File: config.mk
export PLATFORM = sky130hd
export DESIGN_NAME = serial_addsub
export DESIGN_NICKNAME = d
export VERILOG_FILES = /design/src/rtl/alu_pkg.sv /design/src/rtl/addsub_slice.sv /design/src/rtl/serial_addsub.sv
export SDC_FILE = /design/constraint.sdc
export NUM_CORES = 1
export LEC_CHECK = 0
export BUFFER_PORTS_ARGS = -buffer_cell sky130_fd_sc_hd__clkbuf_2
export CAP_MARGIN = 20
export CORE_MARGIN = 1.5
export CORE_UTILIZATION = 57
export CTS_BUF_LIST = sky130_fd_sc_hd__clkbuf_8
export CTS_CLUSTER_DIAMETER = 40
export CTS_CLUSTER_SIZE = 30
export DETAILED_ROUTE_END_ITERATION = 7
export PLACE_DENSITY = 0.81
export SYNTH_ARGS = -nofsm -noshare
export SYNTH_HDL_FRONTEND = slang
export SYNTH_SLANG_ARGS = --single-unit
File: constraint.sdc
create_clock -name clk -period 2.5 [get_ports clk]
set_clock_uncertainty 0.1 [all_clocks]
set_input_delay 0.25 -clock clk [delete_from_list [all_inputs] [get_ports clk]]
set_output_delay 0.25 -clock clk [all_outputs]
set_load 0.05 [all_outputs]
File: src/rtl/alu_pkg.sv
// Shared ALU definitions: operation mode encodings and the serial adder FSM states.
package alu_pkg;

    localparam logic MODE_ADD = 1'b0;
    localparam logic MODE_SUB = 1'b1;

    typedef enum logic [1:0] {
        IDLE,
        BUSY,
        DONE
    } state_t;

endpackage

File: src/rtl/addsub_slice.sv
// Combinational DIGIT-bit ripple of full adder or full subtractor cells.
module addsub_slice
    import alu_pkg::*;
#(
    parameter int unsigned DIGIT = 1
) (
    input  logic [DIGIT-1:0] a_d,
    input  logic [DIGIT-1:0] b_d,
    input  logic             chain_in,
    input  logic             mode,
    output logic [DIGIT-1:0] d,
    output logic             chain_out
);

    logic [DIGIT:0] c;

    always_comb begin
        c    = '0;
        d    = '0;
        c[0] = chain_in;
        for (int i = 0; i < DIGIT; i++) begin
            d[i] = a_d[i] ^ b_d[i] ^ c[i];
            if (mode == MODE_SUB) begin
                c[i+1] = (~a_d[i] & b_d[i]) | (b_d[i] & c[i]) | (c[i] & ~a_d[i]);
            end else begin
                c[i+1] = (a_d[i] & b_d[i]) | (b_d[i] & c[i]) | (c[i] & a_d[i]);
            end
        end
        chain_out = c[DIGIT];
    end

endmodule

File: src/rtl/serial_addsub.sv
// Multi-cycle adder/subtractor: DIGIT bits per clock, LSB digit first, with
// carry/borrow, signed-overflow and zero flags; valid/ready on both sides.
module serial_addsub
    import alu_pkg::*;
#(
    parameter int unsigned WIDTH = 4,
    parameter int unsigned DIGIT = 1
) (
    input  logic             clk,
    input  logic             rst,
    input  logic             in_valid,
    output logic             in_ready,
    input  logic [WIDTH-1:0] a,
    input  logic [WIDTH-1:0] b,
    input  logic             mode,
    input  logic             cin,
    output logic             out_valid,
    input  logic             out_ready,
    output logic [WIDTH-1:0] result,
    output logic             cout,
    output logic             ovf,
    output logic             zero
);

    localparam int unsigned STEPS = WIDTH / DIGIT;
    localparam int unsigned CW    = (STEPS > 1) ? $clog2(STEPS) : 1;

    if (WIDTH < 2 || DIGIT == 0 || (WIDTH % DIGIT) != 0) begin : g_bad_params
        $error("serial_addsub: WIDTH must be >= 2 and a multiple of DIGIT");
    end

    state_t           state;
    logic [WIDTH-1:0] a_sh, b_sh, acc, acc_next;
    logic             chain, chain_next, op_mode, a_msb, b_msb;
    logic [CW-1:0]    cnt;
    logic [DIGIT-1:0] d;
    logic             res_msb, ovf_next;

    addsub_slice #(
        .DIGIT(DIGIT)
    ) u_slice (
        .a_d      (a_sh[DIGIT-1:0]),
        .b_d      (b_sh[DIGIT-1:0]),
        .chain_in (chain),
        .mode     (op_mode),
        .d        (d),
        .chain_out(chain_next)
    );

    // New digit enters from the MSB side so the full result is aligned after STEPS shifts.
    assign acc_next = (acc >> DIGIT) | (WIDTH'(d) << (WIDTH - DIGIT));
    assign res_msb  = acc_next[WIDTH-1];
    assign ovf_next = (op_mode == MODE_SUB) ? ((a_msb != b_msb) && (res_msb != a_msb))
                                            : ((a_msb == b_msb) && (res_msb != a_msb));

    always_ff @(posedge clk or posedge rst) begin
        if (rst) begin
            state     <= IDLE;
            in_ready  <= 1'b1;
            out_valid <= 1'b0;
            result    <= '0;
            cout      <= 1'b0;
            ovf       <= 1'b0;
            zero      <= 1'b0;
            a_sh      <= '0;
            b_sh      <= '0;
            acc       <= '0;
            chain     <= 1'b0;
            op_mode   <= MODE_ADD;
            a_msb     <= 1'b0;
            b_msb     <= 1'b0;
            cnt       <= '0;
        end else begin
            unique case (state)
                IDLE: begin
                    if (in_valid) begin
                        a_sh     <= a;
                        b_sh     <= b;
                        op_mode  <= mode;
                        chain    <= cin;
                        a_msb    <= a[WIDTH-1];
                        b_msb    <= b[WIDTH-1];
                        acc      <= '0;
                        cnt      <= '0;
                        in_ready <= 1'b0;
                        state    <= BUSY;
                    end
                end
                BUSY: begin
                    a_sh  <= a_sh >> DIGIT;
                    b_sh  <= b_sh >> DIGIT;
                    acc   <= acc_next;
                    chain <= chain_next;
                    cnt   <= cnt + CW'(1);
                    if (cnt == CW'(STEPS - 1)) begin
                        result    <= acc_next;
                        cout      <= chain_next;
                        ovf       <= ovf_next;
                        zero      <= (acc_next == '0);
                        out_valid <= 1'b1;
                        state     <= DONE;
                    end
                end
                DONE: begin
                    if (out_ready) begin
                        out_valid <= 1'b0;
                        in_ready  <= 1'b1;
                        state     <= IDLE;
                    end
                end
                default: state <= IDLE;
            endcase
        end
    end

endmodule

==> results.cfg, run 1 <==
[power_and_ir_drop]
sw_frac_of_total_pct = 42.3
powerDensity_nw_per_um2 = 1420
total_power_mw = 2.15
ir_drop_mv = 0.925
clkPwrFrac_pct = 16.5
p_leak_nw = 0.724
p_switching_uw = 910
power_frac_seq_pct = 38.7
p_int_mw = 1.24
combPwrFrac_pct = 44.9

[floorplan]
core_area_um2 = 2190
initial_utilization_pct = 59.7
dieHeight_um = 50.9
dieArea_um2 = 2590
fp.dieW_um = 50.9
ioPinCount = 23
fp-row-count = 17

[synthesis]
synth_top_cell_by_area = dfrtp_1
synth_compound_area_share_pct = 18.7
synth_area_leaders = dfrtp_1, o21ai_0, a21oi_1
netlist-cell-type-count = 32
synth_top_family_by_area = compound AO/OA/AOI/OAI gates
ys_ff_latch = 28
synth_edf_count = 0
synth_top_area_share_pct = 51.7
synthCells = 118
synth-xor-area-share_pct = 0.670
syn_nets = 135
post_synth.cell_area_avg_um2 = 11.1
ys_warn_count = 0
synth-main-ff-cell = dfrtp_1
synth_area_um2 = 1310
synthAdderAreaFrac_pct = 4.02
synth-simple-area-share_pct = 11.5
synthMuxAreaShare_pct = 6.79
async_flop_share_pct = 100
ys_seq_area_share_pct = 53.7

[worst_setup_path]
worst_setup_path_end_kind = flip-flop
r2r_start = chain
crit_path_start = chain
worstSetupPathType = flip-flop to flip-flop
reg2reg_slack_ps = 680
cp_max_fo = 5
critPathSlowestCell = fa_1
worstPathArrival_ps = 1920
max_stage_delay_ps = 630
cp-endpoint = zero
timing.rr.end = zero
path_cells = fa_1, or4b_1, o21ai_0
start_kind = flip-flop
cp.required_ps = 2600
worst_r2r_path_depth = 3

[global_routing]
grt_pass1_vias = 963
antenna_found_initial = 0
grt.total_usage_pct = 23.2
grt_pass1_wl_mm = 4.40
grt_max_degree = 29
overflow = 0

[timing]
setup_viol = 0
period_share_pct = 73.0
slew_headroom_pct = 53.7
tns_ps = 0
rsz0062_at_grt = no
max_slew.worst_pin.slew_ps = 694
max_freq_mhz = 548
fin_hold_ws_ps = 72.6
maxSlewViolCount = 0
period_minus_slack_ps = 1820
hold_viol_final = 0

[layout]
layout.cells.non_filler = 170
regArea_um2 = 702
fin_nets = 160
fill_cells = 172
multi_input_area_um2 = 544
n_antenna_cell = 0
syn_to_final_growth_pct = 16.1
drive_above_1_share_pct = 28.2

[clock_tree]
cts_buffers = 3
cts_hold_buf = 1
clock-root-buffer = clkbuf_8
post_cts_resized = 0
clock-sinks = 28
cts_tree = yes
cts_buffer_depth = 2
cts.clk_slew.worst_paths_ps = 90
cts_setup_buffers = 0
clk_latency_ps = 270
cts_max_level = 1

[placement]
place_congestion = 0.748
dp.cells = 165
dp_hpwl_mm = 1.80
io_buffers = 22

[drt]
ant_nets = 0
dr.pass1.iters = 4
drt_wl_total_mm = 2.64
drt_iter0_markers = 38
viasPerCell = 5.68
wl_per_cell_um = 15.5
vias = 966
drc = 0

[run]
maxCapViolCount = 0

[min_path]
holdCritPathClass = primary input to flip-flop

[run_status]
outcome = complete, no violations
==> cell type report <==
cell class	instances	share of cell area (%)
Clock buffer	3	2.72
Clock inverter	1	1.98
Inverter	6	1.48
Multi-Input combinational cell	78	35.9
Sequential cell	28	46.2
Tap cell	28	2.31
Timing Repair Buffer	26	9.40
==> Yosys cell counts (2+ instances only) <==
cell type  number
fa_1            2
o21ai_0        13
buf_2           4
a22o_1          3
a21oi_1        11
nor2_1          2
nand2_1        12
nor2b_1         8
mux2_2          3
dfrtp_1        27
a22oi_1         5
inv_1           6
mux2_4          3
==> state kept, by name, summed over array words and instances, names as in the netlist <==
register / count
zero: 1
cout: 1
op_mode: 1
out_valid: 1
a_msb: 1
a_sh: 4
cnt: 2
in_ready: 1
result: 4
ovf: 1
b_sh: 4
chain: 1
acc: 3
state: 2
b_msb: 1
==> worst max-delay path, delay by kind of cell, from the launching register on <==
| family | cells | cell delay, ps |
|---|---|---|
| flops | 1 | 450 |
| simple gates | 1 | 430 |
| fa+ha+maj | 1 | 630 |
| compound gates | 1 | 140 |
==> logic make-up after synthesis <==
family	count (synthesis)
AND/OR/NAND/NOR	28
AO/OA/AOI/OAI	39
XOR/XNOR	1
buffers and inverters	12
flip-flops	28
multiplexers	7
adder cells (fa/ha/maj)	3
==> cell usage in the layout, fill, tap and decap left out, types with 2 or more instances in the layout <==
master    Yosys  layout
a21oi_1      11      11
a22o_1        3       3
a22oi_1       5       5
buf_4         1       3
clkbuf_2      0      22
clkbuf_8      0       3
dfrtp_1      27      27
fa_1          2       2
inv_1         6       6
mux2_2        3       3
mux2_4        3       3
nand2_1      12      12
nor2_1        2       2
nor2b_1       8       8
o21ai_0      13      13
==> power groups by stage <==
stage,clock [mW],combinational [mW],sequential [mW]
final,0.354,0.966,0.832
after global routing,0.375,1.06,0.858
after CTS,0.358,0.969,0.829
after detailed placement,0,0.957,0.835
after global placement,0,0.927,0.819
after floorplan,0,0.576,1.00
==> per-stage QoR <==
step | setup slack [ps] | utilization (%) | instance area (um2)
3_5_place_dp | 691 | 65.6 | 1440
2_1_floorplan | 761 | - | 1310
3_3_place_gp | 719 | 65.6 | 1440
6_report | 675 | 69.3 | 1520
5_1_grt | 599 | 69.3 | 1520
4_1_cts | 672 | 69.3 | 1520
==> routing by layer <==
layer  routed length, um  GRT usage (%)  vias to the layer above
met5                   0              0                        -
met4                  46           8.56                        0
met3                  84           3.51                        6
met2                1290           38.6                       25
met1                1220           31.1                      472
li1                    -              -                      463
==> how the worst min path moves through the flow <==
stage	start	slack, ps	endpoint	cells after the start
finish	out_ready	70	state[1]	2
global route	out_ready	70	state[1]	2
CTS	out_ready	70	state[1]	2
detailed placement	rst	220	b_msb	3
global placement	rst	210	b_msb	3
floorplan	rst	210	a_msb	1
Note: power is estimated with default switching activity, not from simulation.
==> run 2: changes to the inputs <==
--- a/config.mk
+++ b/config.mk
@@ -5,15 +5,16 @@
 export SDC_FILE = /design/constraint.sdc
 export NUM_CORES = 1
 export LEC_CHECK = 0
+export ABC_AREA = 1
 export BUFFER_PORTS_ARGS = -buffer_cell sky130_fd_sc_hd__clkbuf_2
 export CAP_MARGIN = 20
 export CORE_MARGIN = 1.5
-export CORE_UTILIZATION = 57
+export CORE_UTILIZATION = 56
 export CTS_BUF_LIST = sky130_fd_sc_hd__clkbuf_8
 export CTS_CLUSTER_DIAMETER = 40
 export CTS_CLUSTER_SIZE = 30
 export DETAILED_ROUTE_END_ITERATION = 7
-export PLACE_DENSITY = 0.81
+export PLACE_DENSITY = 0.8
 export SYNTH_ARGS = -nofsm -noshare
 export SYNTH_HDL_FRONTEND = slang
 export SYNTH_SLANG_ARGS = --single-unit
==> constraint.sdc (replaced) <==
create_clock -name clk -period 1.8 [get_ports clk]
set_clock_uncertainty 0.1 [all_clocks]
set_input_delay 0.18 -clock clk [delete_from_list [all_inputs] [get_ports clk]]
set_output_delay 0.18 -clock clk [all_outputs]
set_load 0.05 [all_outputs]
==> run 2 against run 1 <==
Global-route usage fell by 2.3 points. Non-clock buffer count fell by 2. Wire length fell by 16%. Via count rose by 2.5%. Sequential power rose by 31%. Worst setup slack got worse by 450 ps. Register-to-register slack got worse by 450 ps. Total power rose by 26%. Critical path type unchanged. Flip-flop and latch count did not move.
==> results.cfg, run 2 <==
[run_status]
outcome = complete, no violations

[synthesis]
synthMostInstantiatedCell = nand2_1
ys_warn_count = 0
synth_edf_count = 0
async_flop_share_pct = 100
synth-main-ff-cell = dfrtp_1
synth_common_cells = nand2_1, dfrtp_1, inv_1, o21ai_1, o22ai_1
synth_area_um2 = 1260
ys_seq_area_share_pct = 55.7
ys_ff_latch = 28
synth_top_area_share_pct = 53.6
synth_top_cell_by_area = dfrtp_1
synthCells = 146
netlist-cell-type-count = 20
post_synth.cell_area_avg_um2 = 8.64
syn_nets = 163
synth_area_leaders = dfrtp_1, nand2_1, o21ai_1

[drt]
drc = 0
viasPerCell = 5.00
vias = 990
ant_nets = 0
dr.pass1.iters = 4
drt_iter0_markers = 16
wl_per_cell_um = 11.2
drt_wl_total_mm = 2.21

[clock_tree]
cts.clk_slew.worst_paths_ps = 90
clk_latency_ps = 270
cts_buffers = 3
clock-sinks = 28
cts_buffer_depth = 2
clock-root-buffer = clkbuf_8
post_cts_resized = 0
cts_max_level = 1
cts_tree = yes
cts_setup_buffers = 0

[run]
maxCapViolCount = 0

[layout]
syn_to_final_growth_pct = 14.5
final_cell_mix = nand2_1, dfrtp_1, clkbuf_2, inv_1, o21ai_1
top_regs = a_sh x4, b_sh x4, result x4
layout.cells.non_filler = 198
fin_nets = 189
n_antenna_cell = 0
layout_commonest_cell = nand2_1
drive_above_1_share_pct = 20.5

[worst_setup_path]
cp_max_fo = 4
cp.required_ps = 1870
worstSetupPathType = flip-flop to flip-flop
start_kind = flip-flop
reg2reg_slack_ps = 230
worst_r2r_path_depth = 6
timing.rr.end = ovf
crit_path_start = chain
worst_setup_path_end_kind = flip-flop
worstPathArrival_ps = 1640
r2r_start = chain

[global_routing]
overflow = 0
grt_max_degree = 29
grt_pass1_vias = 955
grt_pass1_wl_mm = 4.00
grt.total_usage_pct = 20.9
antenna_found_initial = 0

[min_path]
holdCritPathClass = primary input to flip-flop
whs_path_depth = 3
hp-start = mode
hold_end = op_mode

[placement]
place_congestion = 0.791
dp.cells = 193
io_buffers = 22
dp_hpwl_mm = 1.61

[floorplan]
dieHeight_um = 50.5
dieArea_um2 = 2550
fp.dieW_um = 50.5
ioPinCount = 23
fp-row-count = 16
core_area_um2 = 2040
initial_utilization_pct = 61.8

[power_and_ir_drop]
ir_drop_mv = 0.984
p_leak_nw = 0.791
powerDensity_nw_per_um2 = 1880

[timing]
maxSlewViolCount = 0
hold_viol_final = 0
max_freq_mhz = 637
rsz0062_at_grt = no
tns_ps = 0
period_share_pct = 87.2
period_minus_slack_ps = 1570
setup_viol = 0
slew_headroom_pct = 77.0
max_slew.worst_pin.slew_ps = 345
[run 2: cell count changes in the layout (fill, tap and decap cells not counted), sizes merged, moves of 3 or more]
cell,previous run,this run
mux2,6,0
inv,6,17
a22oi,5,0
nand3,1,5
a21oi,11,0
a22o,3,0
nand2,12,66
nor2b,8,0
o22ai,1,5
[run 2: where the power goes]
group / internal (mW) / switching (mW) / leakage (nW)
Combinational: 0.387 / 0.903 / 0.411
Clock: 0.153 / 0.179 / 0.0269
Sequential: 0.906 / 0.187 / 0.353
Total: 1.45 / 1.27 / 0.791
[run 2: critical path, cell delays in order (launching register included)]
cell,delay (ps)
dfrtp_1,440
fa_1,610
inv_1,70
nor2_1,90
nor2_1,50
nand3_1,70
nand2_1,50
[run 2: cells by family (layout without fill, tap and decap cells)]
group / Yosys count / after routing / synth area share (%)
adders and majority gates: 3 / 3 / 4.17
and+or+nand+nor: 76 / 76 / 24.1
buffers and inverters: 20 / 45 / 6.94
AOI/OAI and AO/OA: 19 / 19 / 9.13
DFF: 28 / 28 / 55.7
[run 2: worst max-delay path by stage]
stage	endpoint	slack, ps	cells after the start
global route	ovf	90	6
floorplan	ovf	310	6
CTS	ovf	220	6
global placement	ovf	270	6
finish	ovf	230	6
detailed placement	ovf	230	6
[run 2: metal layers]
metal  share of wire [%]  global-route usage (%)
met5                   0                       0
met4                 1.0                    6.76
met2                  49                    36.6
met1                  46                    26.9
met3                 3.5                    2.68
[run 2: cell type report]
type / instances / area [um2]
Inverter: 17 / 63.8
Tap cell: 27 / 33.8
Sequential cell: 28 / 702
Clock buffer: 3 / 41.3
Multi-Input combinational cell: 98 / 472
Fill cell: 178 / 598
Clock inverter: 1 / 3.75
Timing Repair Buffer: 24 / 128
[run 2: metrics by stage]
step           util, %  hold slack (ps)  power [mW]  setup WS [ps]  area, um2
6_report          70.7             19.2        2.71            230       1440
5_1_grt           70.7             34.9        2.96           91.1       1440
4_1_cts           70.7             19.3        2.73            216       1440
3_5_place_dp      68.0              140        2.40            234       1390
3_3_place_gp      68.0              132        2.33            267       1390
2_1_floorplan        -              145        2.15            311       1260
[run 2: repair_timing]
item	in CTS	in global routing
hold buffers	1	0
setup endpoints to repair	0	0
hold endpoints to repair	27	0
==> run 3: changes to the inputs <==
--- a/config.mk
+++ b/config.mk
@@ -8,7 +8,7 @@
 export ABC_AREA = 1
 export BUFFER_PORTS_ARGS = -buffer_cell sky130_fd_sc_hd__clkbuf_2
 export CAP_MARGIN = 20
-export CORE_MARGIN = 1.5
+export CORE_MARGIN = 2
 export CORE_UTILIZATION = 56
 export CTS_BUF_LIST = sky130_fd_sc_hd__clkbuf_8
 export CTS_CLUSTER_DIAMETER = 40
==> run 3 against run 2 <==
Non-clock buffer count unchanged. Sequential share of layout area about the same. Worst setup slack got worse by 8.1 ps. Utilization decreased by 4.1 points. Final cell count increased by 0.51%. Global-route usage decreased by 0.84 points. Worst hold slack got worse by 9.3 ps. Flip-flop and latch count unchanged. Combinational power about the same. Register-to-register slack about the same. Clock power increased by 2%. Largest power group unchanged.
==> results.cfg, run 3 (same netlist as run 2, synthesis figures left out) <==
[run_status]
outcome = complete, no violations

[power_and_ir_drop]
ir_drop_mv = 1.18
total_power_mw = 2.72
sw_frac_of_total_pct = 46.7
power_frac_seq_pct = 40.1
clkPwrFrac_pct = 12.4
combPwrFrac_pct = 47.5
p_leak_nw = 0.791
powerDensity_nw_per_um2 = 1880
p_int_mw = 1.45
p_switching_mw = 1.27

[global_routing]
antenna_found_initial = 0
grt.total_usage_pct = 20.1
grt_max_degree = 29
overflow = 0
grt_pass1_vias = 931
grt_pass1_wl_mm = 3.88

[floorplan]
dieHeight_um = 51.5
core_area_um2 = 2170
ioPinCount = 23
initial_utilization_pct = 58.1
fp.dieW_um = 51.5
fp-row-count = 17
dieArea_um2 = 2650

[clock_tree]
cts_hold_buf = 1
cts_tree = yes
cts_buffer_depth = 2
clk_latency_ps = 270
clock-root-buffer = clkbuf_8
post_cts_resized = 0
cts_setup_buffers = 0
clock-sinks = 28
cts.clk_slew.worst_paths_ps = 90
cts_buffers = 3
cts_max_level = 1

[timing]
slew_headroom_pct = 76.7
maxSlewViolCount = 0
rsz0062_at_grt = no
period_minus_slack_ps = 1580
max_slew.worst_pin.slew_ps = 349
period_share_pct = 87.7
fin_ws_ps = 222
setup_viol = 0
max_freq_mhz = 634
hold_viol_final = 0
tns_ps = 0

[drt]
ant_nets = 0
drt_iter0_markers = 13
dr.pass1.iters = 4
drc = 0
wl_per_cell_um = 11.1
drt_wl_total_mm = 2.21
vias = 958
viasPerCell = 4.81

[layout]
n_antenna_cell = 0
syn_to_final_growth_pct = 14.6
top_regs = a_sh x4, b_sh x4, result x4
drive_above_1_share_pct = 20.5
final_cell_mix = nand2_1, dfrtp_1, clkbuf_2, inv_1, o21ai_1
layout_commonest_cell = nand2_1
fin_nets = 189

[worst_setup_path]
worstPathArrival_ps = 1650
worst_setup_path_end_kind = flip-flop
worstSetupPathType = flip-flop to flip-flop
cp_max_fo = 4
start_kind = flip-flop
reg2reg_slack_ps = 220
cp.required_ps = 1870

[placement]
dp_hpwl_mm = 1.61
io_buffers = 22
dp_slack_ps = 229
place_congestion = 0.808

[run]
maxCapViolCount = 0

[min_path]
holdCritPathClass = primary input to flip-flop
[run 3: cell counts in the layout (fill, tap and decap cells not counted)]
No cell type changed its count.
[run 3: power by group through the flow]
stage / clock (mW) / combinational, mW / sequential (mW)
finish: 0.338 / 1.29 / 1.09
detailed placement: 0 / 1.30 / 1.10
floorplan: 0 / 0.810 / 1.34
global route: 0.367 / 1.45 / 1.13
CTS: 0.345 / 1.30 / 1.09
global placement: 0 / 1.25 / 1.08
[run 3: area by class of cell]
cell class | count | area [um2]
Tap cell | 28 | 35.0
Clock inverter | 1 | 3.75
Clock buffer | 3 | 41.3
Timing Repair Buffer | 24 | 128
Fill cell | 189 | 724
Multi-Input combinational cell | 98 | 472
Sequential cell | 28 | 702
Inverter | 17 | 63.8
[run 3: routing by layer]
layer | track usage [%] | up-vias | wire [um]
met1 | 24.5 | 430 | 994
met3 | 3.51 | 4 | 71
met2 | 34.4 | 18 | 1100
met5 | 0 | - | 0
li1 | - | 506 | -
met4 | 9.21 | 0 | 39
[run 3: final timing paths]
kind                            end  startpoint  cells past startpoint
max                             ovf       chain                      6
min reg2reg                in_ready    in_ready                      2
min in group asynchronous   a_sh[1]         rst                      4
max in group asynchronous  in_ready         rst                      4
min                        state[1]   out_ready                      2
max reg2reg                     ovf       chain                      6
[run 3: critical path, cell delays in order (launching register included)]
cell and delay [ps]:
dfrtp_1 440, fa_1 620, inv_1 70, nor2_1 80
nor2_1 50, nand3_1 70, nand2_1 50
[run 3: through the flow]
| stage | instance area, um2 | util (%) | hold slack [ps] | cells |
|---|---|---|---|---|
| final | 1450 | 66.6 | 9.91 | 199 |
| after global routing | 1450 | 66.6 | 23.4 | 199 |
| after CTS | 1450 | 66.6 | 6.65 | 199 |
| after detailed placement | 1390 | 64.1 | 144 | 194 |
| after global placement | 1390 | 64.1 | 134 | 194 |
| after floorplan | 1260 | - | 145 | 146 |
